**src/rtl/buyruk_hizalama_kuyrugu.sv**
```systemverilog
// Second fetch stage: packs L1I fetch blocks into a 16-bit parcel queue and hands
// realigned RV32IC instructions to decode, dropping responses made stale by a flush.
`timescale 1ns/1ps
module buyruk_hizalama_kuyrugu #(
  parameter int PS_BIT          = 32,
  parameter int OBEK_BIT        = 64,
  parameter int KUYRUK_DERINLIK = 8,
  parameter int MAKS_BEKLEYEN   = 4
) (
  input  logic                               clk_i,
  input  logic                               rstn_i,
  output logic                               g1_istek_hazir_o,
  input  logic                               g1_istek_yapildi_i,
  input  logic [OBEK_BIT-1:0]                l1b_obek_i,
  input  logic [PS_BIT-1:0]                  l1b_obek_ps_i,
  input  logic                               l1b_gecerli_i,
  output logic                               l1b_hazir_o,
  output logic [31:0]                        coz_buyruk_o,
  output logic [PS_BIT-1:0]                  coz_buyruk_ps_o,
  output logic                               coz_buyruk_rvc_o,
  output logic                               coz_gecerli_o,
  input  logic                               coz_hazir_i,
  input  logic                               cek_bosalt_i,
  output logic [$clog2(KUYRUK_DERINLIK):0]   kuyruk_doluluk_o
);

  localparam int P     = OBEK_BIT / 16;
  localparam int OFF_W = $clog2(P);
  localparam int PTR_W = $clog2(KUYRUK_DERINLIK);
  localparam int CNT_W = PTR_W + 1;
  localparam int BEK_W = $clog2(MAKS_BEKLEYEN + 1);

  logic [15:0]       kuyruk_r [KUYRUK_DERINLIK];
  logic [PTR_W-1:0]  yaz_r, oku_r;
  logic [CNT_W-1:0]  doluluk_r;
  logic [PS_BIT-1:0] bas_ps_r;
  logic [BEK_W-1:0]  bekleyen_r, atilacak_r;

  logic              kabul, tut, bas_rvc, bas_tam, yukle;
  logic [OFF_W-1:0]  off;
  logic [15:0]       p0, p1;
  logic [CNT_W-1:0]  yazilan, cekilen;

  // A block is kept only when no stale response is pending and no flush is in progress.
  assign kabul   = l1b_gecerli_i && l1b_hazir_o;
  assign tut     = kabul && (atilacak_r == '0) && !cek_bosalt_i;
  assign off     = l1b_obek_ps_i[OFF_W:1];
  assign yazilan = tut ? CNT_W'(P - int'(off)) : '0;

  assign p0      = kuyruk_r[oku_r];
  assign p1      = kuyruk_r[oku_r + PTR_W'(1)];
  assign bas_rvc = (p0[1:0] != 2'b11);
  assign bas_tam = bas_rvc ? (doluluk_r >= CNT_W'(1)) : (doluluk_r >= CNT_W'(2));
  assign yukle   = (!coz_gecerli_o || coz_hazir_i) && bas_tam && !cek_bosalt_i;
  assign cekilen = !yukle ? '0 : (bas_rvc ? CNT_W'(1) : CNT_W'(2));

  // Credit reserves a full block of room for every outstanding response that will be kept.
  assign g1_istek_hazir_o = (bekleyen_r < BEK_W'(MAKS_BEKLEYEN)) &&
                            ((int'(doluluk_r) + (int'(bekleyen_r) - int'(atilacak_r) + 1) * P)
                             <= KUYRUK_DERINLIK);
  assign l1b_hazir_o      = (bekleyen_r != '0);
  assign kuyruk_doluluk_o = doluluk_r;

  // NOTE: the parcel storage is reset too; it is small, and a defined reset image keeps
  // every head decode deterministic right after reset.
  always_ff @(posedge clk_i or negedge rstn_i) begin
    if (!rstn_i) begin
      for (int i = 0; i < KUYRUK_DERINLIK; i++) kuyruk_r[i] <= '0;
    end else if (tut) begin
      for (int j = 0; j < P; j++)
        if (j >= int'(off)) kuyruk_r[yaz_r + PTR_W'(j - int'(off))] <= l1b_obek_i[16*j +: 16];
    end
  end

  // NOTE: all state here uses non-blocking assignments so every branch reads the
  // pre-edge values of the counters and pointers, independent of statement order.
  always_ff @(posedge clk_i or negedge rstn_i) begin
    if (!rstn_i) begin
      yaz_r            <= '0;
      oku_r            <= '0;
      doluluk_r        <= '0;
      bas_ps_r         <= '0;
      bekleyen_r       <= '0;
      atilacak_r       <= '0;
      coz_gecerli_o    <= 1'b0;
      coz_buyruk_o     <= '0;
      coz_buyruk_ps_o  <= '0;
      coz_buyruk_rvc_o <= 1'b0;
    end else begin
      if (cek_bosalt_i) begin
        yaz_r     <= '0;
        oku_r     <= '0;
        doluluk_r <= '0;
      end else begin
        yaz_r     <= yaz_r + yazilan[PTR_W-1:0];
        oku_r     <= oku_r + cekilen[PTR_W-1:0];
        doluluk_r <= doluluk_r + yazilan - cekilen;
      end

      // An empty queue cannot pop, so the two updates never collide.
      if (tut && doluluk_r == '0)
        bas_ps_r <= l1b_obek_ps_i;
      else if (yukle)
        bas_ps_r <= bas_ps_r + (bas_rvc ? PS_BIT'(2) : PS_BIT'(4));

      if (cek_bosalt_i) begin
        atilacak_r <= bekleyen_r - BEK_W'(kabul);
        bekleyen_r <= bekleyen_r - BEK_W'(kabul) + BEK_W'(g1_istek_yapildi_i);
      end else begin
        bekleyen_r <= bekleyen_r + BEK_W'(g1_istek_yapildi_i) - BEK_W'(kabul);
        if (kabul && atilacak_r != '0) atilacak_r <= atilacak_r - BEK_W'(1);
      end

      if (cek_bosalt_i) begin
        coz_gecerli_o <= 1'b0;
      end else if (yukle) begin
        coz_gecerli_o    <= 1'b1;
        coz_buyruk_o     <= bas_rvc ? {16'h0000, p0} : {p1, p0};
        coz_buyruk_ps_o  <= bas_ps_r;
        coz_buyruk_rvc_o <= bas_rvc;
      end else if (coz_hazir_i) begin
        coz_gecerli_o <= 1'b0;
      end
    end
  end

  a_istek_kredisi: assert property (@(posedge clk_i) disable iff (!rstn_i)
                                    g1_istek_yapildi_i |-> g1_istek_hazir_o);

endmodule

```
**config.mk**
```make
export PLATFORM = sky130hd
export DESIGN_NAME = buyruk_hizalama_kuyrugu
export DESIGN_NICKNAME = d
export VERILOG_FILES = /design/src/rtl/buyruk_hizalama_kuyrugu.sv
export SDC_FILE = /design/constraint.sdc
export NUM_CORES = 1
export LEC_CHECK = 0
export CORE_MARGIN = 10
export CORE_UTILIZATION = 53
export CTS_CLUSTER_SIZE = 16
export DETAILED_ROUTE_END_ITERATION = 8
export PLACE_DENSITY_LB_ADDON = 0.1
export RECOVER_POWER = 50
export SKIP_CTS_REPAIR_TIMING = 1
export SYNTH_ARGS = -nofsm -noshare
export SYNTH_HDL_FRONTEND = slang
export SYNTH_SLANG_ARGS = --single-unit
```
**constraint.sdc**
```tcl
create_clock -name clk_i -period 3.7 [get_ports clk_i]
set_input_delay 1.11 -clock clk_i [delete_from_list [all_inputs] [get_ports clk_i]]
set_output_delay 1.11 -clock clk_i [all_outputs]
set_load 0.05 [all_outputs]
```
; ---- Yosys cells after proc, flatten, opt, wreduce, memory -nomap -nowiden
; Index checks and enable logic that the tools add are counted.
[totals]
reg_bits = 242
input_bits = 102
word_cells = 130
[classes]
addsub = 23
magnitude_cmp = 17
eq_ne = 1
mux = 41
bitwise_logic = 7
reduce_logical = 23
[op_table]
columns = operator, n
row1 = 2-to-1 mux 128 bit, 6
row2 = bitwise mux 128 bit, 4
row3 = demux 16 bit (select 3 bit), 4
row4 = 2-to-1 mux 16 bit, 8
row5 = binary-select mux 16 bit (select 3 bit), 2
row6 = 2-to-1 mux 32 bit, 3
row7 = adder 32 x 3 -> 32 bit, 1
row8 = ">= comparator 4 bit, second input constant", 6
row9 = NOT 3 -> 4 bit, 6
row10 = 2-to-1 mux 3 bit, 6
row11 = "< comparator 4 x 1 -> 1 bit, second input constant", 4
row12 = adder 3 bit, 5
row13 = logical AND 1 bit, 12
row14 = nonzero test 3 bit, 3
row15 = adder 5 x 7 -> 8 bit, 1
row16 = "<= comparator 8 x 5 -> 1 bit, second input constant", 1
row17 = 2-to-1 mux 4 bit, 2
row18 = adder 3 x 1 -> 3 bit, 2
row19 = "subtractor 1 x 2 -> 3 bit, first input constant", 2
row20 = "subtractor 2 x 2 -> 3 bit, first input constant", 2
row21 = subtractor 3 x 1 -> 3 bit, 2
row22 = "adder 4 x 2 -> 5 bit, second input constant", 1
row23 = adder 4 bit, 1
row24 = ">= comparator 1 x 2 -> 1 bit, first input constant", 2
row25 = other kinds (20), 26

; ---- Depth between registers and ports, before layout
[logic_depth]
word_depth = 17
depth_mapped = 15
mapped_depth_nobuf = 12

; ---- Worst setup path before layout
; OpenSTA, ideal clock, no wires.
[synth_timing]
kind = reg2out
from = register bekleyen_r[0]
to = output port g1_istek_hazir_o
arrival_time_ns = 3.171
required_time_ns = 2.590
setup_slack_ns = -0.581
stages_incl_launch_ff = 13
n_path_buf = 0
path_cell_list = dfrtp_1 > inv_1 > ha_1 > inv_1 > fa_1 > ha_1 > ha_1 > a21oi_1 > o21ai_0 > o21ai_0 > a21oi_1 > or3_1 > a21oi_1
[synth_via]
elab_chain_len = 5
[synth_rtl]
columns = item, line_no
row1 = from (decl), 37  ; logic [BEK_W-1:0] bekleyen_r, atilacak_r;
row2 = from (signal assigned), 108  ; bekleyen_r <= bekleyen_r - BEK_W'(kabul) + BEK_W'(g1_istek_yapildi_i);
row3 = from (signal assigned), 110  ; bekleyen_r <= bekleyen_r + BEK_W'(g1_istek_yapildi_i) - BEK_W'(kabul);
row4 = subtractor 3 x 3 -> 4 bit, 59  ; ((int'(doluluk_r) + (int'(bekleyen_r) - int'(atilacak_r) + 1) * P)
row5 = adder 4 x 2 -> 5 bit, 59
row6 = adder 5 x 7 -> 8 bit, 59
row7 = <= comparator 8 x 5 -> 1 bit, 60  ; <= KUYRUK_DERINLIK);
row8 = logical AND 1 bit (*), 58  ; assign g1_istek_hazir_o = (bekleyen_r < BEK_W'(MAKS_BEKLEYEN)) &&
row9 = to (decl), 12  ; output logic g1_istek_hazir_o,
; Every way passes the cells marked *; elsewhere a longest branch is shown, timed or not.

; ---- Worst setup path after layout
; Ends and elaborated chain as after synthesis.

==> out/summary.txt <==
Worst slew margin = -32.5%
Worst Setup End Kind = primary output
Worst path max stage delay = 0.56 ns
synthesized cell area = 16800 um^2
dpl cells = 2382
TritonCTS clock tree = done
Final Hold Viols = 0
drt pass-1 iters = 6
first-pass GRT wire length = 97.0 mm
GPL Wtd Cong = 0.927
RSZ-0062 raised after global routing = yes
synth warn = 0
DR iter-0 viols = 2176
Min-Delay Path Class = reg -> reg
top post-synthesis cells by area = dfrtp_1 36%, mux2i_1 9.6%, mux4_2 8.6%
crit path DAT = 3.40 ns
CP bufs+invs = 3
drt drc = 0
Crit Path Category = reg -> out
syn nets = 2005
largest area contributor in the netlist = dfrtp_1
most frequent cells in the layout = 267 x nand2_1, 242 x dfrtp_1, 185 x a21oi_1
register area = 6060 um^2
Worst-path clk slew = 0.06 ns
Final period util = 122%
Leak = 8.44 nW
CORE AREA = 31500 um^2
Routed Antenna Nets = 0
Cell Pwr Density = 915 nW/um^2
setup violators final = 13
async set-or-reset flop fraction in the synthesized netlist = 100%
TritonCTS Sinks = 242
clock buffer depth = 3
Fin Clk Skew = 0.0119 ns
violations in the final reports = capacitance limit, slew limit, setup timing
total wire length = 63.3 mm
Tmin final = 4.51 ns
Nets = 2161
Avg Synthesized Cell Area = 9.05 um^2
Final Instance Count excl. Fillers = 2438
dominant synthesized flop cell = dfrtp_1
Critical Path Slowest Stage Cell = fa_1
FILL cells = 2536
Root Driver = clkbuf_16
Peak Freq = 222 MHz
highest net fanout along the worst path = 2
remaining global-route overflow = 0
Initial Util = 53.5%
Clk Latency, worst-skew pair = 0.57 ns
hpwl dp = 41.8 mm
Die Height = 198 um
outcome = finished, violations left
reg2reg setup slack = -0.17 ns
width of the die = 198 um
Multi-input gate area = 9990 um^2
worst path cell trace = inv_2, ha_4, inv_1, fa_1, ha_4, ha_1, a21oi_2, o21ai_1, o21ai_1, a21oi_1, or3_4, a21oi_4, buf_12
Mapped Cells = 1860
most common cell after layout, fill and taps aside = nand2_1
VDD IR max = 0.914 mV
R2R depth = 8
port bufs = 173
max_cap viols = 1
Routed WL per cell = 25.9 um
Slew Limit Fails = 71
die area = 39300 um^2
count of cell types in the netlist = 62
n_diodes = 0
vias = 16831
proportion of layout cells with a drive suffix above 1 = 14.6%
Place WS = -0.223 ns
gr usage total = 31.5%
CP Depth = 13
hold path depth = 2
drt via density = 6.90
initial antenna violation count = 0
Layout area overhead = 24.0%
vias in the first global route = 16370
worst path required time = 2.59 ns
CTS buffer count = 28
Worst Tran Pin Value = 1.99 ns
std cell rows = 65
largest net degree at the start of global routing = 134
Post-synth EDFFs = 0
startpoint types = register
Boundary Pins = 174
Yosys top cell area share = 36.0%
Final WS setup = -0.810 ns
kind of cell adding the most delay to the critical path = adder cells
sequential fraction of the synthesis area = 36.0%
Seq cells post-synth = 242
H-tree levels = 1
[through the flow]
step	setup TNS, ns	hold slack [ns]	utilization, %	power [mW]	cell area (um^2)
floorplan	-0.125	0.446	-	12.2	16900
global placement	-0.215	0.448	63.1	15.3	19900
detailed placement	-3.01	0.456	63.1	15.7	19900
CTS	-0.826	0.470	66.4	18.9	20900
global route	-5.61	0.479	66.3	20.3	20900
finish	-1.90	0.463	66.3	19.1	20900
[metal layers]
| layer | GRT usage (%) | vias to the layer above | share of wire (%) |
|---|---|---|---|
| met5 | 0 | - | 0 |
| met2 | 47.7 | 1206 | 43 |
| li1 | - | 7235 | - |
| met3 | 8.05 | 287 | 13 |
| met4 | 15.0 | 0 | 5.4 |
| met1 | 41.4 | 8103 | 39 |
[area by class of cell]
class                   instances  share of cell area, %
multi-input cells            1386                   47.9
flip-flops and latches        242                   29.0
repair buffers                318                   15.1
clock buffers                  35                   3.63
well taps                     402                   2.41
clock inverters                15                   1.26
inverters                      40                  0.719
[worst paths after layout]
kind                                startpoint             endpoint
setup / recovery                 bekleyen_r[0]     g1_istek_hazir_o
hold / removal             coz_buyruk_ps_o[17]  coz_buyruk_ps_o[17]
setup reg to reg                      oku_r[0]         bas_ps_r[15]
hold reg to reg            coz_buyruk_ps_o[17]  coz_buyruk_ps_o[17]
max in group asynchronous               rstn_i         kuyruk_r[29]
min in group asynchronous               rstn_i        bekleyen_r[1]
[worst reg2reg max path, cell delays in order (launching register included)]
cell and delay (ns):
dfrtp_1 0.61, mux4_2 0.64, mux2_1 0.36, clkbuf_4 0.14
a21boi_0 0.41, nor2_4 0.05, clkbuf_4 0.70, or4_1 0.81
nand3_1 0.09
[cell usage after synthesis (3+ instances only)]
library cell	count
nor3_1	12
a21oi_1	187
a211oi_1	48
dfrtp_1	242
a21o_1	5
xor2_1	8
ha_1	34
o311ai_1	4
a221o_1	4
or2_2	16
nand3_1	26
mux4_2	64
nand4_1	8
o31ai_1	16
inv_1	40
buf_1	23
o21ai_1	15
o31a_1	3
clkbuf_1	132
nand2b_1	4
and3_1	6
mux2i_1	161
nor4b_2	3
nand2_1	267
o211ai_1	88
mux2_2	4
o22ai_1	132
buf_4	4
xnor2_1	15
buf_2	32
or3_1	7
nor2_1	72
o21ai_0	89
o311ai_0	9
a31oi_1	20
nor4_1	3
fa_1	9
a22oi_1	3
nor2b_1	15
or4_1	3
nor3_2	4
[cell families (layout without fill, tap and decap cells)]
kind of cell | count (synthesis) | count (layout) | share of synthesized area (%)
AOI/OAI and AO/OA | 634 | 634 | 23.1
xor gates and xnor gates | 24 | 24 | 1.33
adders and majority gates | 43 | 43 | 3.60
buffers and inverters | 232 | 408 | 5.55
DFF | 242 | 242 | 36.0
muxes | 229 | 229 | 18.4
and+or+nand+nor | 456 | 456 | 12.0
[where the power goes]
group / total [mW] / internal, mW / switching [mW]
combinational: 10.8 / 4.82 / 5.99
sequential: 5.17 / 3.92 / 1.25
clock: 3.13 / 1.93 / 1.20
total: 19.1 / 10.7 / 8.44
[state kept, by name, indices dropped and copies added, names as in the netlist, 4 cells and up]
signal / count
coz_buyruk_ps_o: 32
bas_ps_r: 32
kuyruk_doluluk_o: 4
kuyruk_r: 128
coz_buyruk_o: 32
No activity file was read; power rests on OpenSTA's default activity.
